### config.mk
export PLATFORM = sky130hd
export DESIGN_NAME = sprite_motion_ctrl
export DESIGN_NICKNAME = d
export VERILOG_FILES = /design/src/rtl/screensaver_pkg.sv /design/src/rtl/sprite_motion_ctrl_if.sv /design/src/rtl/axis_step.sv /design/src/rtl/sprite_motion_ctrl.sv
export SDC_FILE = /design/constraint.sdc
export NUM_CORES = 1
export LEC_CHECK = 0
export CORE_MARGIN = 2
export CORE_UTILIZATION = 42
export CTS_CLUSTER_DIAMETER = 150
export DETAILED_ROUTE_END_ITERATION = 10
export PLACE_DENSITY = 0.72
export SLEW_MARGIN = 20
export SYNTH_ARGS = -nofsm -noshare
export SYNTH_HDL_FRONTEND = slang
export SYNTH_SLANG_ARGS = --single-unit
### constraint.sdc
create_clock -name clk_i -period 4.18 [get_ports clk_i]
set_input_delay 0.836 -clock clk_i [delete_from_list [all_inputs] [get_ports clk_i]]
set_output_delay 0.836 -clock clk_i [all_outputs]
set_load 0.02 [all_outputs]
### src/rtl/screensaver_pkg.sv
// Shared definitions for the screensaver display path: screen geometry
// (shared with the VGA timer), sprite position/speed widths, the motion
// FSM state encoding and the direction encoding used by each axis.
package screensaver_pkg;

  localparam int SCREEN_W_DEF = 640;
  localparam int SCREEN_H_DEF = 480;

  localparam int POS_W = 10;
  localparam int SPD_W = 3;

  typedef enum logic [1:0] {
    WAIT_VS = 2'd0,
    STEP_X  = 2'd1,
    STEP_Y  = 2'd2
  } step_state_e;

  typedef enum logic {
    DIR_POS = 1'b0,
    DIR_NEG = 1'b1
  } dir_e;

endpackage

### src/rtl/sprite_motion_ctrl_if.sv
// Per-axis step bundle between the motion controller and an axis_step.
//   master (controller): drives current position, direction, latched speed
//   slave  (axis_step) : returns next position, next direction, reflection flag
interface sprite_motion_ctrl_if;
  import screensaver_pkg::*;

  logic [POS_W-1:0] pos;
  dir_e             dir;
  logic [SPD_W-1:0] speed;
  logic [POS_W-1:0] nxt_pos;
  dir_e             nxt_dir;
  logic             refl;

  modport master (output pos, dir, speed, input nxt_pos, nxt_dir, refl);
  modport slave  (input pos, dir, speed, output nxt_pos, nxt_dir, refl);

endinterface

### src/rtl/axis_step.sv
// One axis of sprite motion: given position, direction and step size, produce
// the position/direction after one step and flag an edge reflection.
// Purely combinational; the controller decides when to commit the result.
//   MAX : largest legal position on this axis (screen size minus sprite size)
//   ax  : slave side of the per-axis step bundle
module axis_step
  import screensaver_pkg::*;
#(
  parameter int MAX = 576
) (
  sprite_motion_ctrl_if.slave ax
);

  localparam logic [POS_W:0] MAX_C = (POS_W + 1)'(MAX);

  // One extra bit so pos+speed near the bound cannot wrap.
  logic [POS_W:0] pos_w;
  logic [POS_W:0] spd_w;
  logic [POS_W:0] sum_w;
  logic [POS_W:0] diff_w;

  always_comb begin
    pos_w  = {1'b0, ax.pos};
    spd_w  = {{(POS_W + 1 - SPD_W){1'b0}}, ax.speed};
    sum_w  = pos_w + spd_w;
    diff_w = pos_w - spd_w;

    ax.nxt_pos = ax.pos;
    ax.nxt_dir = ax.dir;
    ax.refl    = 1'b0;

    // A zero step is a freeze: no motion and no reflection even at a bound.
    if (ax.speed != '0) begin
      if (ax.dir == DIR_POS) begin
        if (sum_w >= MAX_C) begin
          ax.nxt_pos = POS_W'(MAX_C);
          ax.nxt_dir = DIR_NEG;
          ax.refl    = 1'b1;
        end else begin
          ax.nxt_pos = POS_W'(sum_w);
        end
      end else begin
        if (pos_w <= spd_w) begin
          ax.nxt_pos = '0;
          ax.nxt_dir = DIR_POS;
          ax.refl    = 1'b1;
        end else begin
          ax.nxt_pos = POS_W'(diff_w);
        end
      end
    end
  end

endmodule

### src/rtl/sprite_motion_ctrl.sv
// Bouncing-sprite motion controller for a VGA screensaver.
// Detects vsync rising edges, divides them down to motion steps, and on each
// step moves the sprite box one x-step then one y-step, reflecting off the
// screen edges. Also flags when the current scan pixel lies inside the box.
// Ports:
//   clk_i, rst_ni              pixel clock, async active-low reset
//   vsync_i, visible_i         timing from the VGA timer
//   position_x_i/_y_i          current scan pixel
//   enable_i, speed_i          motion enable, pixels per step per axis
//   sprite_x_o/_y_o            sprite top-left corner
//   sprite_hit_o               registered in-box flag for the scan pixel
//   bounce_o, frame_o          one-cycle pulses: reflection, frame event
module sprite_motion_ctrl
  import screensaver_pkg::*;
#(
  parameter int SCREEN_W        = SCREEN_W_DEF,
  parameter int SCREEN_H        = SCREEN_H_DEF,
  parameter int SPRITE_W        = 64,
  parameter int SPRITE_H        = 32,
  parameter int FRAMES_PER_STEP = 1
) (
  input  logic             clk_i,
  input  logic             rst_ni,
  input  logic             vsync_i,
  input  logic             visible_i,
  input  logic [POS_W-1:0] position_x_i,
  input  logic [POS_W-1:0] position_y_i,
  input  logic             enable_i,
  input  logic [SPD_W-1:0] speed_i,
  output logic [POS_W-1:0] sprite_x_o,
  output logic [POS_W-1:0] sprite_y_o,
  output logic             sprite_hit_o,
  output logic             bounce_o,
  output logic             frame_o
);

  localparam int          XMAX     = SCREEN_W - SPRITE_W;
  localparam int          YMAX     = SCREEN_H - SPRITE_H;
  localparam logic [7:0]  DIV_LAST = 8'(FRAMES_PER_STEP - 1);

  step_state_e      state_q, state_d;
  logic             vs_q;
  logic             frame_q, frame_d;
  logic [7:0]       div_q, div_d;
  logic [SPD_W-1:0] spd_q, spd_d;
  logic [POS_W-1:0] x_q, x_d, y_q, y_d;
  dir_e             dirx_q, dirx_d, diry_q, diry_d;
  logic             bounce_q, bounce_d;
  logic             hit_q, hit_d;
  logic             sched;
  logic [POS_W:0]   x_end, y_end;

  sprite_motion_ctrl_if ax_x ();
  sprite_motion_ctrl_if ax_y ();

  assign ax_x.pos   = x_q;
  assign ax_x.dir   = dirx_q;
  assign ax_x.speed = spd_q;
  assign ax_y.pos   = y_q;
  assign ax_y.dir   = diry_q;
  assign ax_y.speed = spd_q;

  axis_step #(.MAX(XMAX)) u_step_x (.ax(ax_x));
  axis_step #(.MAX(YMAX)) u_step_y (.ax(ax_y));

  always_comb begin
    state_d  = state_q;
    div_d    = div_q;
    spd_d    = spd_q;
    x_d      = x_q;
    y_d      = y_q;
    dirx_d   = dirx_q;
    diry_d   = diry_q;
    bounce_d = 1'b0;

    frame_d = vsync_i & ~vs_q;
    sched   = frame_d && (div_q == DIV_LAST);

    // Divider runs on every frame event, independent of enable_i.
    if (frame_d) begin
      div_d = sched ? 8'd0 : div_q + 8'd1;
    end

    unique case (state_q)
      WAIT_VS: begin
        if (sched && enable_i) begin
          state_d = STEP_X;
          spd_d   = speed_i;
        end
      end
      STEP_X: begin
        x_d      = ax_x.nxt_pos;
        dirx_d   = ax_x.nxt_dir;
        bounce_d = ax_x.refl;
        state_d  = STEP_Y;
      end
      STEP_Y: begin
        y_d      = ax_y.nxt_pos;
        diry_d   = ax_y.nxt_dir;
        bounce_d = ax_y.refl;
        state_d  = WAIT_VS;
      end
      default: state_d = WAIT_VS;
    endcase

    // Box right/bottom edges in 11 bits so a box near the limit cannot wrap.
    x_end = {1'b0, x_q} + (POS_W + 1)'(SPRITE_W);
    y_end = {1'b0, y_q} + (POS_W + 1)'(SPRITE_H);
    hit_d = visible_i
         && (position_x_i >= x_q) && ({1'b0, position_x_i} < x_end)
         && (position_y_i >= y_q) && ({1'b0, position_y_i} < y_end);
  end

  always_ff @(posedge clk_i or negedge rst_ni) begin
    if (!rst_ni) begin
      state_q  <= WAIT_VS;
      vs_q     <= 1'b0;
      frame_q  <= 1'b0;
      div_q    <= 8'd0;
      x_q      <= '0;
      y_q      <= '0;
      dirx_q   <= DIR_POS;
      diry_q   <= DIR_POS;
      bounce_q <= 1'b0;
      hit_q    <= 1'b0;
    end else begin
      state_q  <= state_d;
      vs_q     <= vsync_i;
      frame_q  <= frame_d;
      div_q    <= div_d;
      x_q      <= x_d;
      y_q      <= y_d;
      dirx_q   <= dirx_d;
      diry_q   <= diry_d;
      bounce_q <= bounce_d;
      hit_q    <= hit_d;
    end
  end

  // Step size is only meaningful while a step is in flight; no reset needed.
  always_ff @(posedge clk_i) begin
    spd_q <= spd_d;
  end

  assign sprite_x_o   = x_q;
  assign sprite_y_o   = y_q;
  assign sprite_hit_o = hit_q;
  assign bounce_o     = bounce_q;
  assign frame_o      = frame_q;

endmodule

## Yosys cells after proc, flatten, opt, wreduce, memory -nomap -nowiden

Index checks and enable logic that the tools add are counted.

- Register bits after elaboration: 39
- Latch bits: 0
- Memory bits (writable): 0
- Bits in read-only memories: 0
- Bits of input ports: 28
- Output and inout port bits: 23
- Memories kept: 0

- Add/sub/neg operators: 7
- Multipliers: 0
- Divide/modulo/power cells: 0
- Order comparisons: 8
- Equality and inequality tests: 3
- Shift operators: 0
- Muxes and demuxes: 22
- Bitwise operators: 2
- Reduce and logical (&&, ||, !) cells: 12

Operators by type and width:

| operator | count |
|---|---|
| $mux W10 | 6 |
| $add A10 B3 Y11 | 2 |
| $lt A10 B11 Y1 | 2 |
| $ge A10 B10 Y1 | 2 |
| $le A10 B3 Y1 | 2 |
| $sub A10 B3 Y10 | 2 |
| $mux W1 | 12 |
| $add A10 B6 Y11 const B | 1 |
| $add A10 B7 Y11 const B | 1 |
| $ge A11 B10 Y1 const B | 1 |
| $ge A11 B9 Y1 const B | 1 |
| $add A8 B1 Y8 const B | 1 |
| $logic_not A8 Y1 | 1 |
| $mux W8 | 1 |
| $logic_and A1 B1 Y1 | 6 |
| $reduce_and A2 Y1 | 3 |
| $pmux W2 S2 | 1 |
| $reduce_bool A3 Y1 | 1 |
| $eq A2 B1 Y1 const B | 1 |
| $eq A2 B2 Y1 const B | 1 |
| $logic_not A2 Y1 | 1 |
| $mux W2 | 1 |
| $ne A2 B2 Y1 const B | 1 |
| $pmux W1 S2 | 1 |
| other kinds (2) | 2 |

## Depth between registers and ports, before layout

Gate-level depths: netlist (run 1).

- Depth in word-level cells: 6
- Depth in mapped cells: 11
- Gate-level depth less buffers: 10

## Cells and area by module

Synthesis (run 1) repeated with hierarchy kept, for this count alone.

- Cells, all modules: 493
- Area total of the unflattened synthesis: 4130.2 um^2

By module, submodules not included:

| module | instances | cells an instance | area an instance (um^2) | sequential area each (um^2) |
|---|---|---|---|---|
| sprite_motion_ctrl | 1 | 237 | 2364.8 | 991.0 |
| axis_step at u_step_x | 1 | 129 | 892.1 | 0.0 |
| axis_step at u_step_y | 1 | 127 | 873.3 | 0.0 |

## Worst setup path after synthesis (run 1)

OpenSTA, ideal clock, no wires.

- Kind: register to register
- From: register x_q[0] (netlist: sprite_x_o[0])
- To: register x_q[2] (netlist: sprite_x_o[2])
- Library setup time: 0.103 ns
- Arrival: 2.608 ns
- Setup slack: 1.469 ns
- Cell stages (with the launch flop): 9
- Buffers on the path: 0
- Clock period less this slack: 2.711 ns
- Cell sequence: dfrtp_1 ha_1 fa_1 nor2b_1 o21a_1 or3_1 a311oi_4 nor2_1 o41ai_2

- Word-level cells in the longest chain between the ends: 4

RTL lines:

| what | line | text |
|---|---|---|
| start: declaration | sprite_motion_ctrl.sv:46 | `logic [POS_W-1:0] x_q, x_d, y_q, y_d;` |
| start signal: assignment | sprite_motion_ctrl.sv:120 | `x_q <= '0;` |
| start signal: assignment | sprite_motion_ctrl.sv:131 | `x_q <= x_d;` |
| $add A10 B3 Y11 | axis_step.sv:25 | `sum_w = pos_w + spd_w;` |
| $ge A11 B10 Y1 | axis_step.sv:35 | `if (sum_w >= MAX_C) begin` |
| $mux W10 | axis_step.sv:35 |  |
| $mux W10 (*) | axis_step.sv:34 | `if (ax.dir == DIR_POS) begin` |

Mark *: on every way between the ends. The rest lies on a longest branch, timed or not.
A chain may end at the register's enable or synchronous reset.

## Worst setup path in the final report (run 1)

- From: register spd_q[1] (netlist: ax_x.speed[1])
- To: register y_q[8] (netlist: sprite_y_o[8])

- Word-level cells in the longest chain between the ends: 4

RTL lines:

| what | line | text |
|---|---|---|
| start: declaration | sprite_motion_ctrl.sv:45 | `logic [SPD_W-1:0] spd_q, spd_d;` |
| start signal: assignment | sprite_motion_ctrl.sv:142 | `spd_q <= spd_d;` |
| $add A10 B3 Y11 | axis_step.sv:25 |  |
| $ge A11 B9 Y1 | axis_step.sv:35 |  |
| $mux W10 | axis_step.sv:35 |  |
| $mux W10 | axis_step.sv:34 |  |
| end signal: assignment | sprite_motion_ctrl.sv:132 | `y_q <= y_d;` |
| end: declaration | sprite_motion_ctrl.sv:46 |  |

Several ways; a longest one is shown, not always the timed one.

==> impl_results.md, run 1 <==
* Status: finished clean
* Worst reg2reg startpoint: ax_x.speed[1]
* Min Clock Period, post-route at 3.20 ns
* Syn Area/Cell at roughly 8.6 sq um
* Max H-tree Level at 2
* Clk buf depth at 2
* Post-synth EDFFs at 3
* Hold depth at 1
* CTS Hold Bufs at 0
* FFs w/ async S/R, synth at between 90 and 100%
* Hold Path Class: reg2reg
* Number of fill cells in the layout at a little over 800
* Initial Utilization at between 40% and 50%
* RSZ-0062 raised after global routing: false
* Main synth FF type: dfrtp_1
* Top-count cell post-synth: ha_1
* # Post-CTS Setup Buffers at 0
* VDD IR max at about 0.26 mV
* Final wirelength at a little under 10 mm
* Via density at 6.03
* Initial DRC Count at between 150 and 200
* Final TNS setup at 0 ns
* Max-cap viol count at 0
* Vias at ~3.5k
* Synth cell count leaders: 50 x ha_1, 39 x inv_1, 36 x dfrtp_1
* Grt total ovfl at 0
* Fraction of layout cells with a size suffix above 1 at 4.18%
* Startpoint class of the critical path: flip-flop
* Nets at between 500 and 600
* Worst Setup Path Type: reg2reg
* Area Growth Syn to Fin at 18.2%
* GP Congestion at about 0.97
* Synth warn at 0
* FP Rows at 34
* Post-CTS sizing at 0
* Clk sink count at 39
* TritonCTS buffer count at 5
* Clock Latency Late Sink at 0.31 ns
* Min-delay src: div_q[7]
* PwrDens at approximately 550 nW/um^2
* Pre-antenna DRT Iters at 4
* Routed wire per std cell at around 17 um
* Synth Cell Area at roughly 3800 sq um
* Core ar. at ~8700 sq um
* Syn nets at 520
* DRC at 0
* CTS tree: yes
* Die area at about 9800 sq um
* Root Driver: clkbuf_8
* Top cells by area, synth: dfrtp_1 24%, ha_1 17%, inv_1 3.9%, o21ai_0 3.8%, a21oi_1 3.7%
* Setup Viol. Count Final at 0
* Critical path arrival at 3.40 ns
* Hold endpoint: div_q[7]
* Antenna fix cells at 0
* Largest net degree at the start of global routing at 37
* Tot Pwr at 0.00246 W
* GRT Util Overall at between 20% and 30%
* Pleak at around 1.8 nW
* CTS clk-pin slew, worst paths at ~0.1 ns
* Cell variety after synth at 68
* Critical Path RT at ~4.4 ns
* First-pass GRT wire length at between 15 and 20 mm
* Synth top area share at around a quarter
* Antenna Nets Post-Route at 0
* R2R setup slack at 0.98 ns
* Hold Vio Cnt, Final at 0
* Vias in the first global route at between 3k and 4k
* Max_slew headroom at 36.0%
* Die height at slightly below 100 um
* Slew Limit Fails at 0
* Port bufs at 50
* DP Wirelength at between 7 and 8 mm
* Reg2reg end: sprite_y_o[8]
* Cell taking the most area after synthesis: dfrtp_1
* Register area share after synthesis at 26.3%
* Yosys reg bits at 39
* DIE WIDTH at 98.8 um
* Skew final at 0.0103 ns
* Antenna violations before repair at 0
* Crit path capture type: flip-flop
* Worst slew pin tran at between 0.9 and 1 ns
* Critical path peak fanout at 11
* Reg2reg path depth at 8
* Peak Freq at 313 MHz
* Mapped Cells at between 400 and 500
* Ports at 51
* Tcrit/Tclk final at about three quarters
## worst max-delay path, cell delays in order, from the launching register on
cell and delay [ns]:
edfxtp_1 0.52, inv_1 0.21, ha_1 0.29, nor2b_1 0.26, o311ai_1 0.17, or4_4 0.55
a221oi_2 0.73, a22oi_1 0.14, o22a_1 0.24
## where the power goes
part / total [W] / switching, W / internal, W
combinational: 0.00139 / 0.000791 / 0.000599
sequential: 0.000656 / 0.000182 / 0.000474
clock: 0.000411 / 0.000168 / 0.000243
## cell families (layout without fill, tap and decap cells)
group           count (synthesis)  in the layout  share of synthesized area (%)
xor+xnor                       13             13                           3.02
simple gates                  127            127                           17.7
buf+inv                        58             98                           6.20
flops                          39             39                           26.3
compound gates                145            145                           27.5
mux                             2              2                          0.531
fa+ha+maj                      54             54                           18.7
## layout by cell type, fill, tap and decap left out, types with 3 or more instances in the layout
| cell type | instances |
|---|---|
| xnor2_1 | 12 |
| a21o_1 | 4 |
| nand4_1 | 6 |
| a21oi_1 | 28 |
| a22oi_1 | 5 |
| ha_1 | 50 |
| or3_1 | 7 |
| a211oi_1 | 7 |
| nor2_1 | 22 |
| nor3_1 | 14 |
| clkdlybuf4s50_1 | 49 |
| nor2b_1 | 9 |
| dfrtp_1 | 36 |
| and3_1 | 7 |
| o211ai_1 | 7 |
| o22a_1 | 4 |
| inv_1 | 39 |
| nand3_1 | 9 |
| edfxtp_1 | 3 |
| nand2b_1 | 9 |
| o2111ai_1 | 3 |
| nand2_1 | 28 |
| a31oi_1 | 7 |
| fa_1 | 4 |
| and2_1 | 3 |
| o21a_1 | 11 |
| a211o_1 | 3 |
| o31ai_1 | 6 |
| clkbuf_8 | 5 |
| o21ai_0 | 29 |
## worst max-delay path by stage
stage	from	end	slack, ns	cells after the start
3_5_place_dp	ax_x.speed[1]	sprite_y_o[8]	1.02	8
3_3_place_gp	ax_x.speed[1]	sprite_y_o[8]	1.10	8
2_1_floorplan	sprite_x_o[0]	sprite_x_o[2]	1.47	8
5_1_grt	ax_x.speed[1]	sprite_y_o[8]	0.72	8
6_report	ax_x.speed[1]	sprite_y_o[8]	0.98	8
4_1_cts	ax_x.speed[1]	sprite_y_o[8]	1.01	8
## state kept, by name, summed over array words and instances (netlist names), 2 cells and up
signal / cells
state_q: 2
ax_x.speed: 3
sprite_x_o: 10
div_q: 8
sprite_y_o: 10
## per-stage QoR
| stage | worst slack, ns | hold WS, ns | area, sq um | cells | util, % |
|---|---|---|---|---|---|
| detailed placement | 1.02 | 0.456 | 4320 | 578 | 49.5 |
| finish | 0.982 | 0.478 | 4460 | 586 | 51.1 |
| global placement | 1.10 | 0.458 | 4320 | 578 | 49.5 |
| floorplan | 1.47 | 0.438 | 3770 | 438 | - |
| global route | 0.720 | 0.498 | 4460 | 586 | 51.1 |
| CTS | 1.01 | 0.481 | 4460 | 586 | 51.1 |
## layout make-up
| type | instances | area (sq um) | share of cell area [%] |
|---|---|---|---|
| multi-input combinational | 341 | 2550 | 57.1 |
| sequential | 39 | 991 | 22.2 |
| timing repair buffer | 50 | 495 | 11.1 |
| inverter | 40 | 150 | 3.37 |
| tap | 108 | 135 | 3.03 |
| clock inverter | 3 | 71.3 | 1.60 |
| clock buffer | 5 | 68.8 | 1.54 |
## layer usage
layer	vias up	track usage, %	wire length (um)
met2	123	34.1	4580
li1	1712	-	-
met1	1684	28.4	4530
met3	14	3.26	613
met4	0	6.01	159
met5	-	0	0
(Power assumes the default switching activity.)
==> run 2, diff against run 1 <==
--- a/config.mk
+++ b/config.mk
@@ -9,7 +9,7 @@
 export CORE_UTILIZATION = 42
 export CTS_CLUSTER_DIAMETER = 150
 export DETAILED_ROUTE_END_ITERATION = 10
-export PLACE_DENSITY = 0.72
+export PLACE_DENSITY = 0.74
 export SLEW_MARGIN = 20
 export SYNTH_ARGS = -nofsm -noshare
 export SYNTH_HDL_FRONTEND = slang
==> constraint.sdc (replaced) <==
create_clock -name clk_i -period 2.8 [get_ports clk_i]
set_input_delay 0.56 -clock clk_i [delete_from_list [all_inputs] [get_ports clk_i]]
set_output_delay 0.56 -clock clk_i [all_outputs]
set_load 0.02 [all_outputs]
==> run 2 against run 1 <==
Worst hold slack got worse by 0.12 ns. Register-to-register slack lost 0.91 ns. Cell count rose by 4.4%. Flip-flop and latch count stayed put. Maximum frequency up 17%. Worst setup slack lost 0.91 ns. Core utilization up 2.8 points. Count of clock-buffer cells in the layout is the same. Largest cell class unchanged. Largest power group unchanged.
==> impl_results.md, run 2 (same netlist as run 1, synthesis figures left out) <==
* RSZ-0062 raised after global routing: true
* Commonest cells after routing, fill and taps aside: 49 x ha_1, 49 x clkdlybuf4s50_1, 38 x inv_1, 36 x dfrtp_1
* VDD IR max at approximately 0.34 mV
* Vias at ~3.7k
* Status: finished clean
* GRT Util Overall at 21.8%
* Post-DP Area at 4470 sq um
* Reg2reg end: sprite_y_o[2]
* Max-cap viol count at 0
* FP Rows at 34
* Routed wire per std cell at between 15 and 20 um
* DP Wirelength at between 7 and 8 mm
* Reg2reg path depth at 10
* Fraction of layout cells with a size suffix above 1 at between 10 and 15%
* Startpoint class of the critical path: flip-flop
* Setup Viol. Count Final at 0
* Fin area at ~4700 sq um
* PwrDens at slightly above 800 nW/um^2
* First-pass GRT wire length at approximately 17 mm
* Grt total ovfl at 0
* Pleak at about 2 nW
* Worst slew pin tran at 0.881 ns
* Initial Utilization at a little over two fifths
* Antenna violations before repair at 0
* GP Congestion at 0.880
* Slew Limit Fails at 0
* CTS clk-pin slew, worst paths at roughly 0.10 ns
* Area Growth Syn to Fin at 24.8%
* Max H-tree Level at 2
* CTS tree: yes
* DRC at 0
* Die area at 9750 sq um
* Final Worst Setup Slack at ~0.068 ns
* Critical Path RT at about 3 ns
* Skew final at between 0.01 and 0.015 ns
* Worst reg2reg startpoint: ax_x.speed[0]
* TritonCTS buffer count at 5
* Initial DRC Count at roughly 240
* Ports at 51
* Clock Latency Late Sink at between 0.3 and 0.4 ns
* Antenna fix cells at 0
* Port bufs at 50
* Min Clock Period, post-route at roughly 2.7 ns
* Worst Setup Path Type: reg2reg
* Hold Vio Cnt, Final at 0
* DIE WIDTH at just under 100 um
* Via density at 5.99
* Tcrit/Tclk final at a little under 100%
* Critical path peak fanout at 5
* Critical path arrival at roughly 3 ns
* Antenna Nets Post-Route at 0
* Nets at just under 600
* Max_slew headroom at between 40% and 50%
* Final wirelength at roughly 10 mm
* Hold Path Class: in2async
* Crit path capture type: flip-flop
* Vias in the first global route at between 3k and 4k
* Clk buf depth at 2
* DP Worst Slack at -0.0201 ns
* Core ar. at 8720 sq um
* Pre-antenna DRT Iters at 5
* Die height at slightly below 100 um
* R2R setup slack at roughly 0.068 ns
* Peak Freq at approximately 370 MHz
* Root Driver: clkbuf_8
* Clk sink count at 39
* Largest net degree at the start of global routing at 37
[run 2: worst max path at each step]
stage	from	end	cells after the start
2_1_floorplan	sprite_x_o[0]	sprite_x_o[2]	8
3_3_place_gp	ax_x.speed[0]	bounce_o	9
3_5_place_dp	ax_x.speed[0]	sprite_x_o[3]	9
4_1_cts	ax_x.speed[0]	sprite_x_o[3]	9
5_1_grt	sprite_y_o[0]	sprite_y_o[2]	12
6_report	ax_x.speed[0]	sprite_y_o[2]	10
[run 2: area by class of cell]
| class | count | area (sq um) |
|---|---|---|
| Clock buffer | 5 | 68.8 |
| Clock inverter | 3 | 71.3 |
| Fill cell | 779 | 4020 |
| Inverter | 40 | 150 |
| Multi-Input combinational cell | 341 | 2590 |
| Sequential cell | 39 | 991 |
| Tap cell | 108 | 135 |
| Timing Repair Buffer | 76 | 698 |
[run 2: layer usage]
metal	track usage (%)	part of all wire (%)	vias to the layer above
li1	-	-	1761
met3	2.91	5.8	17
met4	6.64	2.0	0
met5	0	0	-
met2	36.3	48	140
met1	29.5	44	1747
[run 2: what timing repair did]
action,in CTS,in global routing
hold buffers,0,0
pin swaps,1,6
endpoints found under the setup margin,4,15
buffers inserted,1,5
resized for setup,0,14
[run 2: power breakdown]
part / internal [W] / total [W] / switching (W) / leakage (nW)
clock network: 0.000362 / 0.000606 / 0.000244 / 0.0703
logic: 0.00104 / 0.00236 / 0.00132 / 1.41
registers: 0.000708 / 0.000929 / 0.000221 / 0.486
[run 2: per-stage QoR]
stage	power (W)	utilization [%]	cells	TNS, ns	hold slack, ns
floorplan	0.00241	-	438	0	0.264
global placement	0.00312	51.2	598	0	0.461
detailed placement	0.00319	51.2	598	-0.0449	0.458
CTS	0.00383	52.9	607	0	0.388
global route	0.00420	54.0	612	-0.0781	0.422
finish	0.00389	54.0	612	0	0.362
[run 2: critical path, stage by stage, from the launching register on]
cell      delay, ns
edfxtp_1       0.43
buf_4          0.16
ha_1           0.20
fa_2           0.38
nand2b_4       0.12
a21oi_1        0.08
or4_4          0.47
a221oi_4       0.35
buf_4          0.20
a31oi_1        0.12
a21oi_1        0.14
